**config.mk**
```make
export PLATFORM = sky130hd
export DESIGN_NAME = muldiv_hilo
export DESIGN_NICKNAME = d
export VERILOG_FILES = /design/src/rtl/muldiv_hilo.sv
export SDC_FILE = /design/constraint.sdc
export NUM_CORES = 2
export LEC_CHECK = 0
export BUFFER_PORTS_ARGS = -buffer_cell sky130_fd_sc_hd__buf_2
export CELL_PAD_IN_SITES_DETAIL_PLACEMENT = 1
export CELL_PAD_IN_SITES_GLOBAL_PLACEMENT = 1
export CORE_MARGIN = 2
export CORE_UTILIZATION = 46
export DETAILED_ROUTE_END_ITERATION = 8
export PLACE_DENSITY = 0.8
export SLEW_MARGIN = 0
export SYNTH_ARGS = -nofsm -noshare
export SYNTH_HDL_FRONTEND = slang
export SYNTH_SLANG_ARGS = --single-unit
```
**constraint.sdc**
```tcl
create_clock -name clk -period 8.6 [get_ports clk]
set_clock_uncertainty 0.15 [all_clocks]
set_input_delay 1.72 -clock clk [delete_from_list [all_inputs] [get_ports clk]]
set_output_delay 1.72 -clock clk [all_outputs]
set_load 0.01 [all_outputs]
```
**src/rtl/muldiv_hilo.sv**
```systemverilog
// Multi-cycle MULT/MULTU/DIV/DIVU unit for the HI/LO path.
// Single-cycle multiply, WIDTH-cycle restoring divide, registered outputs.
module muldiv_hilo #(
   parameter int WIDTH = 32
) (
   input  logic             clk,
   input  logic             rst,
   input  logic             start,
   input  logic [1:0]       op,
   input  logic [WIDTH-1:0] a,
   input  logic [WIDTH-1:0] b,
   input  logic             flush,
   output logic             busy,
   output logic             done,
   output logic [WIDTH-1:0] hi,
   output logic [WIDTH-1:0] lo,
   output logic             dbz
);

   localparam int CW = (WIDTH > 1) ? $clog2(WIDTH) : 1;

   typedef enum logic [1:0] {
      IDLE,
      MUL,
      DIV,
      DONE
   } state_t;

   state_t state;
   state_t state_n;

   logic [WIDTH-1:0] mag_a;
   logic [WIDTH-1:0] mag_b;
   logic [WIDTH-1:0] quo;
   logic [WIDTH:0]   rem;
   logic [CW-1:0]    cnt;
   logic             neg_q;
   logic             neg_r;

   logic             accept;
   logic             is_signed;
   logic             b_zero;
   logic             last;
   logic [WIDTH-1:0] a_abs;
   logic [WIDTH-1:0] b_abs;
   logic [2*WIDTH-1:0] prod;
   logic [2*WIDTH-1:0] prod_fix;
   logic [WIDTH:0]   rem_sh;
   logic [WIDTH+1:0] diff;
   logic [WIDTH:0]   rem_n;
   logic [WIDTH-1:0] quo_n;
   logic [WIDTH-1:0] q_fix;
   logic [WIDTH-1:0] r_fix;

   // Operand conditioning and the shared multiply / divide datapath.
   always_comb begin
      is_signed = ~op[0];
      b_zero    = (b == '0);
      accept    = start & ~flush & ((state == IDLE) | (state == DONE));
      a_abs     = (is_signed && a[WIDTH-1]) ? -a : a;
      b_abs     = (is_signed && b[WIDTH-1]) ? -b : b;
      last      = (cnt == CW'(WIDTH - 1));

      prod      = {{WIDTH{1'b0}}, mag_a} * {{WIDTH{1'b0}}, mag_b};
      prod_fix  = neg_q ? -prod : prod;

      rem_sh    = {rem[WIDTH-1:0], quo[WIDTH-1]};
      diff      = {1'b0, rem_sh} - {2'b00, mag_b};
      rem_n     = rem_sh;
      quo_n     = {quo[WIDTH-2:0], 1'b0};
      if (!diff[WIDTH+1]) begin
         rem_n = diff[WIDTH:0];
         quo_n = {quo[WIDTH-2:0], 1'b1};
      end

      q_fix     = neg_q ? -quo_n : quo_n;
      r_fix     = neg_r ? -rem_n[WIDTH-1:0] : rem_n[WIDTH-1:0];
   end

   always_comb begin
      state_n = state;
      unique case (state)
         IDLE, DONE: begin
            state_n = IDLE;
            if (accept) begin
               if (!op[1]) begin
                  state_n = MUL;
               end else if (b_zero) begin
                  state_n = DONE;
               end else begin
                  state_n = DIV;
               end
            end
         end
         MUL: begin
            state_n = flush ? IDLE : DONE;
         end
         DIV: begin
            if (flush) begin
               state_n = IDLE;
            end else if (last) begin
               state_n = DONE;
            end
         end
         default: state_n = IDLE;
      endcase
   end

   always_ff @(posedge clk or posedge rst) begin
      if (rst) begin
         state <= IDLE;
         busy  <= 1'b0;
         done  <= 1'b0;
      end else begin
         state <= state_n;
         busy  <= (state_n == MUL) | (state_n == DIV);
         done  <= (state_n == DONE);
      end
   end

   // Results only move on a completed operation; flush leaves them alone.
   always_ff @(posedge clk or posedge rst) begin
      if (rst) begin
         mag_a <= '0;
         mag_b <= '0;
         neg_q <= 1'b0;
         neg_r <= 1'b0;
         rem   <= '0;
         quo   <= '0;
         cnt   <= '0;
         hi    <= '0;
         lo    <= '0;
         dbz   <= 1'b0;
      end else if (accept) begin
         mag_a <= a_abs;
         mag_b <= b_abs;
         neg_q <= is_signed & (a[WIDTH-1] ^ b[WIDTH-1]);
         neg_r <= is_signed & a[WIDTH-1];
         rem   <= '0;
         quo   <= a_abs;
         cnt   <= '0;
         if (op[1] && b_zero) begin
            hi  <= a;
            lo  <= '1;
            dbz <= 1'b1;
         end
      end else if (state == MUL && !flush) begin
         hi  <= prod_fix[2*WIDTH-1:WIDTH];
         lo  <= prod_fix[WIDTH-1:0];
         dbz <= 1'b0;
      end else if (state == DIV && !flush) begin
         rem <= rem_n;
         quo <= quo_n;
         cnt <= cnt + CW'(1);
         if (last) begin
            hi  <= r_fix;
            lo  <= q_fix;
            dbz <= 1'b0;
         end
      end
   end

endmodule

```
== Word level (Yosys, flattened, before mapping) ==
Index checks and enable logic that the tools add are counted.
Operators by class
  add/subtract/negate cells: 7
  $mul: 1
  equal/unequal tests: 9
  mux-type cells: 38
  bitwise operators: 9
  reductions and logical operators: 14
Operator list (number)
  two-way mux 32 bit: 21
  negator 32 bit: 4
  multiplier 32 x 32 -> 64 bit: 1
  two-way mux 64 bit: 1
  negator 64 bit: 1
  subtractor 33 x 32 -> 34 bit: 1
  logical NOT 32 bit: 1
  two-way mux 5 bit: 3
  two-way mux 2 bit: 5
  == test 2 bit (second input constant): 4
  two-way mux 1 bit: 7
  one-hot mux 2 bit (3 select lines): 1
  nonzero test 3 bit: 2
  adder 5 x 1 -> 5 bit (second input constant): 1
  == test 5 bit (second input constant): 1
  logical AND 1 bit: 5
  bitwise AND 1 bit: 4
  == test 2 x 1 -> 1 bit (second input constant): 2
  AND reduction 3 bit: 1
  logical NOT 2 bit: 1
  != test 2 x 1 -> 1 bit (second input constant): 1
  != test 2 bit (second input constant): 1
  inverter 1 bit: 2
  OR 1 bit: 2
  other kinds (5): 5
Word-level totals
  flip-flop bits (word level): 204

== Longest topological paths before layout ==
  depth in word-level cells: 8
  gate-level depth with buffers: 32

== Worst setup path after synthesis ==
OpenSTA, ideal clock, no wires.
  kind: register -> register
  from: register mag_b[2]
  to: register hi[22]
  library setup time: 137 ps
  arrival time: 8264 ps
  path slack: 49 ps
  cell stages (with the launch flop): 31
  buffers on the path: 4
  clock period less this slack: 8551 ps
  cell sequence: dfrtp_1 clkbuf_1 and2_1 fa_1 inv_1 fa_1 fa_1 fa_1 inv_1 fa_1 inv_1 fa_1 inv_1 fa_1 fa_1 ha_1 buf_2 a21oi_1 o21ai_1 a21o_1 nor2b_1 nor4_1 o22ai_1 or4_1 buf_2 or4_4 buf_6 nor2_2 nor3_1 o41ai_1 a21oi_1
On the way
  cells in the longest elaborated chain, start to end: 8
Ends and longest elaborated chain
  start, declared: RTL line 33  | logic [WIDTH-1:0] mag_b;
  start signal, assigned: RTL line 136  | mag_b <= b_abs;
  parallel branches: the longest is 6 deep, another holds multiplier 32 x 32 -> 64 bit
  two-way mux 32 bit (*): RTL line 147  | end else if (state == MUL && !flush) begin
  two-way mux 32 bit (*): RTL line 134  | end else if (accept) begin
  end signal, assigned: RTL line 148  | hi <= prod_fix[2*WIDTH-1:WIDTH];
  end signal, assigned: RTL line 156  | hi <= r_fix;
  end, declared: RTL line 15  | output logic [WIDTH-1:0] hi,
Mark *: on every way between the ends. The select of a mux whose other input is x is not followed.
A chain may end at the register's enable or synchronous reset.

== Worst setup path after layout ==
  from: register mag_a[9]
  to: register hi[31]
On the way
  cells in the longest elaborated chain, start to end: 5
Ends and longest elaborated chain
  start, declared: RTL line 32  | logic [WIDTH-1:0] mag_a;
  start signal, assigned: RTL line 135  | mag_a <= a_abs;
  multiplier 32 x 32 -> 64 bit (*): RTL line 64  | prod = {{WIDTH{1'b0}}, mag_a} * {{WIDTH{1'b0}}, mag_b};
  negator 64 bit: RTL line 65  | prod_fix = neg_q ? -prod : prod;
  two-way mux 64 bit (*): RTL line 65
  two-way mux 32 bit (*): RTL line 147
  two-way mux 32 bit (*): RTL line 134
Mark *: on every way between the ends. The rest lies on a longest branch, timed or not.

==> out/metrics.cfg <==
[synth]
synth-edff-count=0
yosysTopAreaCell=fa_1
ys_types=97
ys.flop_type=dfrtp_1
postSynthAreaPerCell_um2=8.48
yosysWarnings=0
synth.top_cell.area_share_pct=35.8
ys_ff_latch=204
postSynthCellCount=5909
synthArstFlopShare_pct=100
syn-cell-area_mm2=0.0501
seq_area_frac_synth_pct=10.2
netlist_top_cells_area=fa_1 36%, dfrtp_1 10%, ha_1 7.6%
synth_nets=7181

[global_routing]
grt-ovfl-total=0
grt_first_pass_wirelength_um=311000
grt.total_usage_pct=36.2
grt_pass1_vias=52300
grt_max_degree=92
antenna_found_initial=6

[worst_setup_path]
crit_fanout=6
rr_startpoint=mag_a[9]$_DFFE_PP0P_
arrival_ps=9760
crit_slowest_cell=fa_2
startpoint_type=flip-flop
worstSetupStartpoint=mag_a[9]$_DFFE_PP0P_
crit_type=reg -> reg
slowest_delay_ps=610
crit_path_end_kind=flip-flop
cp.required_ps=8960
path_buf_inv=7
critPathTopFamily=adder cells

[detailed_routing]
drc=0
vias_per_cell=6.06
dr_wl_met3_um=18800
wl_per_cell_um=27.1
first_pass_iters=9
met1_length_um=80400
dr_wl_met2_um=102000
drt_iter0_drc=3925
wirelength_um=214000
highest_layer=met4
drtAntennaViolNets=0
vias=47900

[clocking]
clkSinkCount=204
root_buffer=clkbuf_16
cts.clk_slew.worst_paths_ps=70
cts_hold_buf=0
cts_tree=done
clkLatencyLatePin_ps=670
htree_levels=1
numCtsBuffers=28
cts_buffer_depth=3

[placed_design]
place_ws_ps=-869
dpl-instance-area_mm2=0.0568
dp_hpwl_um=166000
portBuffers=136
gp_congestion=0.987

[floorplan]
rows=121
die_w_um=334
die_y_um=334
dieArea_mm2=0.112
initial_utilization_pct=46.2
coreArea_mm2=0.108
pin_count=137

[min_path]
hp-class=reg -> reg
min_from=dbz$_DFFE_PP0P_

[timing]
final.setup.tns_ps=-18430
hold_viol=0
slew_headroom_pct=16.1
worstMarginPinSlew_ps=1260
clock.fmax_mhz=106
maxSlewViolCount=0
final.setup.worst_slack_ps=-800
whs_ps=334
rsz0062_at_grt=yes
finalCritPeriodShare_pct=109
setup_violations=34
finalCriticalPeriod_ps=9400

[final_layout]
area_growth_pct=21.1
nets=7728
final_common_cell=inv_1
drive_gt1_share_pct=20.4
final_cell_mix=884 x inv_1, 841 x fa_1, 796 x nand2_1
design_area_mm2=0.0607

[status]
outcome=finished with violations
violations=setup timing

[job]
cap_violations=0

[final timing paths]
kind | end | cells after the start | slack [ps]
worst max-delay path | hi[31]$_DFFE_PP0P_ | 29 | -800
worst min-delay path | dbz$_DFFE_PP0P_ | 2 | 330
worst max register to register | hi[31]$_DFFE_PP0P_ | 29 | -800
worst min register to register | dbz$_DFFE_PP0P_ | 2 | 330
max in group asynchronous | mag_b[24]$_DFFE_PP0P_ | 3 | 5700
min in group asynchronous | lo[9]$_DFFE_PP0P_ | 2 | 1010
[layer usage]
| layer | track usage [%] | up-vias |
|---|---|---|
| met4 | 14.2 | 0 |
| li1 | - | 19900 |
| met5 | 0 | - |
| met3 | 6.44 | 777 |
| met1 | 46.0 | 24700 |
| met2 | 61.4 | 2479 |
[repair_timing]
action                     CTS  global route
pin swaps                  129            90
gates resized for setup    283           226
gates cloned                 3             3
setup endpoints to repair   38            38
buffers inserted            43            43
[Yosys cell counts (33+ instances only)]
master	n
a21o_1	45
fa_1	897
o211ai_1	45
and2_1	603
inv_1	913
o21ai_0	265
a211oi_1	34
nor3_1	83
o31ai_1	43
and3_1	33
or3_1	36
dfrtp_1	204
ha_1	305
clkbuf_1	329
nand4_1	46
nand3_1	60
nor2_1	221
o21a_1	33
nand2_1	806
xor2_1	88
xnor2_1	113
a21oi_1	255
[state kept, by name, indices dropped and copies added, names as in the netlist]
signal,count
hi,32
lo,32
mag_a,32
mag_b,32
quo,32
rem,32
cnt,5
state,2
busy,1
dbz,1
done,1
neg_q,1
neg_r,1
[metrics by stage]
| step | utilization (%) | cells |
|---|---|---|
| after floorplan | - | 5909 |
| after global placement | 52.4 | 7754 |
| after detailed placement | 52.4 | 7754 |
| after CTS | 54.7 | 7846 |
| after global routing | 56.0 | 7891 |
| final | 56.0 | 7893 |
[final cells by class]
| class | count | area [µm²] |
|---|---|---|
| fillers | 12500 | 47700 |
| diodes | 2 | 5.00 |
| multi-input cells | 4438 | 42200 |
| flip-flops and latches | 204 | 5130 |
| clock inverters | 14 | 214 |
| clock buffers | 37 | 754 |
| repair buffers | 870 | 7200 |
| inverters | 914 | 3440 |
| well taps | 1414 | 1770 |
[kinds of logic (layout without fill, tap and decap cells)]
| family | Yosys count | after routing | share of synthesized area [%] |
|---|---|---|---|
| fa+ha+maj | 1202 | 1202 | 43.5 |
| buf+inv | 1267 | 1835 | 9.56 |
| compound gates | 960 | 960 | 12.3 |
| simple gates | 2041 | 2041 | 20.3 |
| flops | 204 | 204 | 10.2 |
| mux | 34 | 34 | 0.717 |
| other cells | 0 | 2 | 0 |
| xor+xnor | 201 | 201 | 3.51 |
[worst reg2reg max path, delay by kind of cell (launching register included)]
kind	cells	cell delay [ps]
and+or+nand+nor	8	1900
DFF	1	520
buffers and inverters	7	830
adders and majority gates	9	4790
muxes	1	340
AOI/OAI and AO/OA	4	720
Power is not shown: default switching activity piles up to over one toggle a cycle in this logic, so the estimate is an artifact.
